`src/rtl/ahb_rr_arbiter.sv`:
```
// Round-robin AHB bus arbiter: grants one of NUM_MASTERS masters, honouring fixed-length bursts and locked sequences.
// Latency: a request seen while arbitration is open reaches hgrant after 1 accepted edge and hmaster after the next one.
// Backpressure: hready=0 freezes every register (grant, owner, lock flag, beat counter, FSM).
//
// Ports:
//   Hclk, Hreset      bus clock (rising edge), asynchronous active-low reset
//   hbusreq, hlock    per-master request and locked-transfer request
//   htrans, hburst    transfer type / burst type of the current owner
//   hready, hresp     bus advance and ERROR response
//   hgrant            registered one-hot grant
//   hmaster           registered address-phase owner index
//   hmastlock         registered lock indication for the current owner
module ahb_rr_arbiter #(
    parameter int NUM_MASTERS    = 4,
    parameter int DEFAULT_MASTER = 0,
    parameter int MW             = 2
) (
    input  logic                   Hclk,
    input  logic                   Hreset,
    input  logic [NUM_MASTERS-1:0] hbusreq,
    input  logic [NUM_MASTERS-1:0] hlock,
    input  logic [1:0]             htrans,
    input  logic [2:0]             hburst,
    input  logic                   hready,
    input  logic                   hresp,
    output logic [NUM_MASTERS-1:0] hgrant,
    output logic [MW-1:0]          hmaster,
    output logic                   hmastlock
);

    localparam logic [1:0] TRANS_IDLE   = 2'b00;
    localparam logic [1:0] TRANS_NONSEQ = 2'b10;
    localparam logic [1:0] TRANS_SEQ    = 2'b11;

    localparam logic [MW-1:0]          DEF_IDX   = MW'(DEFAULT_MASTER);
    localparam logic [NUM_MASTERS-1:0] GRANT_ONE = {{(NUM_MASTERS-1){1'b0}}, 1'b1};

    typedef enum logic [1:0] {
        ARB_IDLE,
        ARB_BURST,
        ARB_LOCKED
    } arb_state_t;

    arb_state_t      state;
    logic [MW-1:0]   gidx;
    logic [3:0]      beat_cnt;

    logic [3:0]      cnt_nxt;
    logic [MW-1:0]   rr_next;
    logic            arb_ok;
    logic            lock_cur;
    logic            fixed_burst;

    // Beats remaining after the NONSEQ beat; SINGLE and INCR are both 0,
    // so undefined-length bursts stay re-arbitrable every beat.
    function automatic logic [3:0] burst_last(input logic [2:0] b);
        logic [3:0] r;
        case (b[2:1])
            2'b01:   r = 4'd3;
            2'b10:   r = 4'd7;
            2'b11:   r = 4'd15;
            default: r = 4'd0;
        endcase
        return r;
    endfunction

    assign fixed_burst = (hburst[2:1] != 2'b00);
    assign lock_cur    = hlock[hmaster];

    // An accepted ERROR response opens arbitration even mid-burst; a locked
    // sequence never does.
    assign arb_ok = (state != ARB_LOCKED) &&
                    ((state == ARB_IDLE) ||
                     ((state == ARB_BURST) && (beat_cnt <= 4'd1)) ||
                     hresp);

    always_comb begin
        cnt_nxt = beat_cnt;
        if (hresp) begin
            cnt_nxt = 4'd0;
        end else if (htrans == TRANS_NONSEQ) begin
            cnt_nxt = burst_last(hburst);
        end else if ((htrans == TRANS_SEQ) && (beat_cnt != 4'd0)) begin
            cnt_nxt = beat_cnt - 4'd1;
        end
    end

    // Scan gidx+1 .. gidx cyclically; the current owner is checked last so
    // that a lone requester keeps the bus and others rotate ahead of it.
    always_comb begin
        logic found;
        logic [MW-1:0] cand;
        rr_next = DEF_IDX;
        found   = 1'b0;
        cand    = '0;
        for (int i = 1; i <= NUM_MASTERS; i++) begin
            cand = MW'((int'(gidx) + i) % NUM_MASTERS);
            if (!found && hbusreq[cand]) begin
                rr_next = cand;
                found   = 1'b1;
            end
        end
    end

    always_ff @(posedge Hclk or negedge Hreset) begin
        if (!Hreset) begin
            state     <= ARB_IDLE;
            gidx      <= DEF_IDX;
            hgrant    <= GRANT_ONE << DEF_IDX;
            hmaster   <= DEF_IDX;
            hmastlock <= 1'b0;
            beat_cnt  <= 4'd0;
        end else if (hready) begin
            // Address-phase ownership follows the grant one accepted edge later.
            hmaster   <= gidx;
            hmastlock <= hlock[gidx];
            beat_cnt  <= cnt_nxt;

            if (arb_ok) begin
                gidx   <= rr_next;
                hgrant <= GRANT_ONE << rr_next;
            end

            if (lock_cur) begin
                state <= ARB_LOCKED;
            end else if (hresp) begin
                state <= ARB_IDLE;
            end else begin
                case (state)
                    ARB_IDLE: begin
                        if ((htrans == TRANS_NONSEQ) && fixed_burst) begin
                            state <= ARB_BURST;
                        end
                    end
                    ARB_BURST: begin
                        if ((htrans == TRANS_IDLE) ||
                            ((htrans == TRANS_SEQ) && (beat_cnt == 4'd1))) begin
                            state <= ARB_IDLE;
                        end
                    end
                    ARB_LOCKED: begin
                        // Lock released: hand back to arbitration only once
                        // the locked burst has no beats left.
                        if (cnt_nxt == 4'd0) begin
                            state <= ARB_IDLE;
                        end
                    end
                    default: state <= ARB_IDLE;
                endcase
            end
        end
    end

endmodule

```
`config.mk`:
```
export PLATFORM = sky130hd
export DESIGN_NAME = ahb_rr_arbiter
export DESIGN_NICKNAME = d
export VERILOG_FILES = /design/src/rtl/ahb_rr_arbiter.sv
export SDC_FILE = /design/constraint.sdc
export NUM_CORES = 1
export LEC_CHECK = 0
export BUFFER_PORTS_ARGS = -buffer_cell sky130_fd_sc_hd__clkbuf_2
export CORE_MARGIN = 8
export CORE_UTILIZATION = 39
export DETAILED_ROUTE_END_ITERATION = 7
export PLACE_DENSITY = 0.73
export SLEW_MARGIN = 20
export SYNTH_ARGS = -nofsm -noshare
export SYNTH_HDL_FRONTEND = slang
export SYNTH_SLANG_ARGS = --single-unit
```
`constraint.sdc`:
```
create_clock -name Hclk -period 2.3 [get_ports Hclk]
set_clock_uncertainty 0.05 [all_clocks]
set_input_delay 0.46 -clock Hclk [delete_from_list [all_inputs] [get_ports Hclk]]
set_output_delay 0.46 -clock Hclk [all_outputs]
set_load 0.005 [all_outputs]
```
==> flow_summary_export.csv, run 1 <==
group,metric,value,unit
synthesis,yosys.cell_count.top_type,"dfrtp_1",
sta,fin_setup_tns,0,ns
pwr,power_density,923,nW/um^2
layout,nFillCells,246,
worst_setup_path,path_class,"register to register",
worst_setup_path,path_cells,"inv_1 -> ha_1 -> or3b_1 -> mux2i_1 -> a211oi_1 -> a21oi_1 -> o21ai_0",
cts,cts_hold_buf,0,
drt,via_count,842,
floorplanning,die-area,4520,um^2
sta,period_share,91.1,%
synthesis,synth_top_area_share,34.3,%
worst_setup_path,worstPathRequired,2.45,ns
sta,min_period,2.09,ns
placement,gp_congestion,0.781,
cts,cts.htree.levels,1,
cts,cts.sink_count,15,
floorplanning,die_height,67.2,um
drt,first_pass_iters,4,
worst_setup_path,cp_slowest_stage_delay,0.48,ns
synthesis,synth_nets,121,
synthesis,syn_area,1020,um^2
drt,via_per_inst,5.40,
cts,post_cts_resized,0,
worst_setup_path,crit_path_top_delay_cell,"dfrtp_1",
synthesis,synth.top_cells.by_count,"14 x dfrtp_1, 9 x a21oi_1, 9 x inv_1, 9 x mux2_2, 9 x nand2_1",
layout,drive_above_1_share,35.7,%
drt,drtIter0Drc,55,
pwr,cellLeakagePower,0.000563,uW
placement,port_buffers,22,
drt,routed_wl,2150,um
outcome,status,"completed",
cts,clk_pin_slew,0.09,ns
global_routing,grt_overflow,0,
global_routing,grt_pass1_vias,836,
placement,hpwl,1650,um
worst_setup_path,arrival,2.25,ns
layout,layout.nets,146,
worst_setup_path,cp_num_buf_inv,1,
global_routing,grt_max_degree,16,
synthesis,syn-instance-count,102,
cts,cts_buffers,3,
layout,n_antenna_cell,0,
global_routing,grt_pass1_wl,3660,um
sta,finalSetupViolCount,0,
drt,route.detailed.drc,0,
synthesis,synth_cell_types,36,
sta,drv_slew,0,
pwr,ir_drop,0.000568,V
sta,tightest_slew,0.373,ns
cts,cts_setup_buffers,0,
cts,insertion_delay,0.29,ns
synthesis,avgSynthCellArea,10.0,um^2
synthesis,ys_top_cells_by_area,"dfrtp_1 34%, mux2_2 9.9%, mux2i_1 5.9%",
synthesis,synth-seq-area-share,36.8,%
global_routing,antenna_found_initial,0,
worst_setup_path,crit_fanout,7,
floorplanning,core_area,2480,um^2
floorplanning,dieWidth,67.2,um
layout,area_delta_synth_final,14.7,%
worst_setup_path,startpoint_type,"register",
drt,detail-route-antenna-nets,0,
floorplanning,boundaryPins,24,
sta,relSlewSlack,75.1,%
synthesis,synthArstFlopShare,100,%
synthesis,yosysTopAreaCell,"dfrtp_1",
synthesis,synth-seq-cells,15,
synthesis,synth-edff-count,0,
worst_setup_path,crit_family,"compound AO/OA/AOI/OAI gates",
drt,routedWlPerCell,13.8,um
synthesis,ys_warn_count,0,
placement,post-place-ws,0.224,ns
cts,cts_root_buf,"clkbuf_4",
min_path,worstHoldPathType,"input pin to async pin",
cts,cts.path.max_buffers,2,
sta,layout_setup_ws,0.206,ns
sta,grt_setup_unrepaired,"no",
cts,tritoncts,"built",
sta,fmax,477,MHz
flow_run,maxCapViolCount,0,
global_routing,grt.total_usage,10.5,%
worst_setup_path,critPathCaptureType,"register",
sta,hold_violations,0,
synthesis,ys.flop_type,"dfrtp_1",
floorplanning,start_util,41.3,%
floorplanning,rows,18,
-- worst register-to-register path, stage by stage (launching register included) --
cell and delay (ns):
dfrtp_1 0.48, inv_1 0.12, ha_1 0.22, or3b_1 0.45, mux2i_1 0.15, a211oi_1 0.28
a21oi_1 0.08, o21ai_0 0.18
-- state kept, by name (all words and copies together) (netlist names) --
name and cells:
hmaster 2, state 2, beat_cnt 4, hmastlock 1, hgrant 4, gidx 2
-- cell type report --
type	count	area [um^2]	area share (%)
multi-input cells	76	587	50.1
flip-flops and latches	15	377	32.1
repair buffers	22	110	9.39
inverters	9	33.8	2.88
well taps	30	37.5	3.20
clock inverters	1	5.00	0.427
clock buffers	3	22.5	1.92
-- cell families (layout without fill, tap and decap cells) --
kind of cell	after synthesis	count (layout)	synth area share, %
muxes	17	17	20.2
AOI/OAI and AO/OA	25	25	16.3
adders and majority gates	2	2	2.45
buffers and inverters	11	35	5.75
DFF	15	15	36.8
and+or+nand+nor	32	32	18.5
-- final timing paths --
path	start	to	slack, ns	cells after the start
max in group asynchronous	Hreset	hgrant[0]$_DFFE_PN1P_	1.88	1
worst min-delay path	Hreset	hgrant[3]$_DFFE_PN0P_	0.01	1
worst max-delay path	beat_cnt[0]$_DFFE_PN0P_	state[1]$_DFFE_PN0P_	0.21	7
worst min register to register	hmastlock$_DFFE_PN0P_	hmastlock$_DFFE_PN0P_	0.47	1
min in group Hclk	htrans[0]	beat_cnt[0]$_DFFE_PN0P_	0.37	2
worst max register to register	beat_cnt[0]$_DFFE_PN0P_	state[1]$_DFFE_PN0P_	0.21	7
-- power by group --
| group | total [uW] | internal [uW] | switching, uW | leakage (uW) |
|---|---|---|---|---|
| logic | 466 | 257 | 209 | 0.000361 |
| clock network | 153 | 64.7 | 88.2 | 0.0000177 |
| registers | 464 | 363 | 101 | 0.000185 |
-- stage by stage --
stage,hold slack (ns),instances,util (%),instance area [um^2],total power (uW)
after global routing,0.0333,156,47.3,1170,1170
after floorplan,0.114,102,-,1020,790
final,0.0138,156,47.3,1170,1080
after detailed placement,0.351,152,46.2,1140,936
after CTS,0.0161,156,47.3,1170,1100
after global placement,0.333,152,46.2,1140,918
-- routing by layer --
metal,vias up,track usage [%],part of all wire (%)
met5,-,0,0
met4,0,6.53,2.2
met3,4,1.49,5.0
met2,18,17.2,49
met1,406,12.7,43
li1,414,-,-
-- placed cells by master, fill, tap and decap left out, types with 2 or more instances in the layout --
cell type  Yosys  final
a211oi_1       2      2
clkbuf_2       0     22
nand2b_1       3      3
nor2_1         7      7
clkbuf_4       0      3
ha_1           2      2
a21oi_1        9      9
nor2b_1        3      3
inv_1          9      9
mux2i_1        6      6
mux4_2         2      2
dfrtp_1       14     14
mux2_2         9      9
o21ai_0        4      4
nand2_1        9      9
(Power assumes the default switching activity.)
==> inputs of run 2 (changes only) <==
==> constraint.sdc (replaced) <==
create_clock -name Hclk -period 2.28 [get_ports Hclk]
set_clock_uncertainty 0.05 [all_clocks]
set_input_delay 0.456 -clock Hclk [delete_from_list [all_inputs] [get_ports Hclk]]
set_output_delay 0.456 -clock Hclk [all_outputs]
set_load 0.005 [all_outputs]
==> run 2 against run 1 <==
  * Critical endpoint unchanged
  * Count of clock-buffer cells in the layout unchanged
  * Sequential share of layout area unchanged
  * Critical path type unchanged
  * Wire length decreased by 1.0%
  * Cell area unchanged
  * Maximum frequency increased by 1.7%
  * First-iteration DRC count increased by 29%
  * Critical path depth unchanged
  * Die area unchanged
  * Combinational power increased by 2%
  * Register-to-register slack improved by 0.02 ns
  * Utilization unchanged
==> flow_summary_export.csv, run 2 (same netlist as run 1, synthesis figures left out) <==
group,metric,value,unit
pwr,ir_drop,0.000561,V
cts,cts_hold_buf,0,
worst_setup_path,rr_endpoint,"state[1]$_DFFE_PN0P_",
cts,cts.sink_count,15,
drt,via_per_inst,5.33,
worst_setup_path,crit_family,"compound AO/OA/AOI/OAI gates",
cts,cts_setup_buffers,0,
drt,routed_wl,2130,um
worst_setup_path,r2r_start,"beat_cnt[0]$_DFFE_PN0P_",
outcome,status,"completed",
global_routing,grt.total_usage,9.78,%
worst_setup_path,worstPathRequired,2.43,ns
layout,layout.nets,146,
floorplanning,core_area,2480,um^2
drt,detail-route-antenna-nets,0,
sta,grt_setup_unrepaired,"no",
global_routing,grt_max_degree,16,
sta,fmax,486,MHz
sta,timing.hold.ws,0.0112,ns
floorplanning,dieWidth,67.2,um
min_path,worstHoldPathType,"input pin to async pin",
placement,port_buffers,22,
worst_setup_path,crit_path_top_delay_cell,"dfrtp_1",
drt,drtIter0Drc,71,
sta,hold_violations,0,
layout,seq_area,377,um^2
worst_setup_path,critPathCaptureType,"register",
cts,cts_buffers,3,
global_routing,grt_pass1_wl,3510,um
drt,route.detailed.drc,0,
layout,layout_commonest_cell,"clkbuf_2",
flow_run,maxCapViolCount,0,
drt,dr_wl_met3,90,um
floorplanning,die-area,4520,um^2
pwr,cellLeakagePower,0.000563,uW
layout,area_delta_synth_final,14.7,%
layout,multi_input_area,587,um^2
pwr,power_density,932,nW/um^2
cts,post_cts_resized,0,
drt,via_count,832,
placement,gp_congestion,0.783,
worst_setup_path,rr_worst_depth,7,
worst_setup_path,crit_fanout,7,
cts,cts.path.max_buffers,2,
floorplanning,boundaryPins,24,
sta,fin_setup_tns,0,ns
sta,drv_slew,0,
drt,met1Wirelength,978,um
global_routing,grt_pass1_vias,828,
cts,cts.htree.levels,1,
placement,hpwl,1700,um
worst_setup_path,startpoint_type,"register",
worst_setup_path,arrival,2.21,ns
floorplanning,start_util,41.3,%
drt,top_layer,"met4",
drt,first_pass_iters,4,
sta,min_period,2.06,ns
floorplanning,rows,18,
layout,layout_common_cells,"22 x clkbuf_2, 14 x dfrtp_1",
global_routing,antenna_found_initial,0,
cts,cts_root_buf,"clkbuf_4",
cts,clk_pin_slew,0.09,ns
layout,drive_above_1_share,35.7,%
drt,routedWlPerCell,13.7,um
worst_setup_path,cp.depth,7,
sta,relSlewSlack,74.2,%
sta,period_share,90.3,%
worst_setup_path,cp_slowest_stage_delay,0.48,ns
worst_setup_path,path_class,"register to register",
layout,nFillCells,249,
cts,tritoncts,"built",
sta,finalSetupViolCount,0,
worst_setup_path,path_cells,"inv_1 -> ha_1 -> or3b_1 -> mux2i_1 -> a211oi_1 -> a21oi_1 -> o21ai_0",
layout,n_antenna_cell,0,
layout,top_regs,"beat_cnt: 4 flops, hgrant: 4 flops",
cts,insertion_delay,0.29,ns
global_routing,grt_overflow,0,
worst_setup_path,r2r_slack,0.22,ns
worst_setup_path,cp_num_buf_inv,1,
sta,tightest_slew,0.388,ns
drt,dr_wl_met2,1020,um
floorplanning,die_height,67.2,um
run 2: cell counts in the layout (fill, tap and decap cells not counted):
Identical to the previous run, type by type.
run 2: cell type report:
cell class	instances	area share [%]
Clock buffer	3	1.92
Sequential cell	15	32.1
Timing Repair Buffer	22	9.39
Tap cell	30	3.20
Inverter	9	2.88
Clock inverter	1	0.427
Multi-Input combinational cell	76	50.1
run 2: metal layers:
layer	vias to the layer above	global-route usage [%]
met1	389	12.1
met3	5	1.66
met4	0	4.96
met2	19	16.0
li1	419	-
met5	-	0
run 2: through the flow:
stage | util [%] | total power [uW] | area [um^2] | worst slack [ns] | cells
floorplan | - | 797 | 1020 | 0.481 | 102
global placement | 46.2 | 926 | 1140 | 0.277 | 152
detailed placement | 46.2 | 952 | 1140 | 0.224 | 152
CTS | 47.3 | 1110 | 1170 | 0.195 | 156
global route | 47.3 | 1180 | 1170 | 0.0812 | 156
finish | 47.3 | 1090 | 1170 | 0.221 | 156
run 2: worst max-delay path by stage:
stage,start,to,slack [ns]
2_1_floorplan,beat_cnt[0]$_DFFE_PN0P_,gidx[1]$_DFFE_PN0P_,0.48
3_3_place_gp,beat_cnt[0]$_DFFE_PN0P_,state[1]$_DFFE_PN0P_,0.28
3_5_place_dp,beat_cnt[0]$_DFFE_PN0P_,state[1]$_DFFE_PN0P_,0.22
4_1_cts,beat_cnt[0]$_DFFE_PN0P_,state[1]$_DFFE_PN0P_,0.19
5_1_grt,beat_cnt[0]$_DFFE_PN0P_,state[1]$_DFFE_PN0P_,0.08
6_report,beat_cnt[0]$_DFFE_PN0P_,state[1]$_DFFE_PN0P_,0.22
run 2: where the power goes:
group	switching, uW	internal, uW	total (uW)
clock network	88.8	65.3	154
logic	214	259	473
registers	99.8	366	466
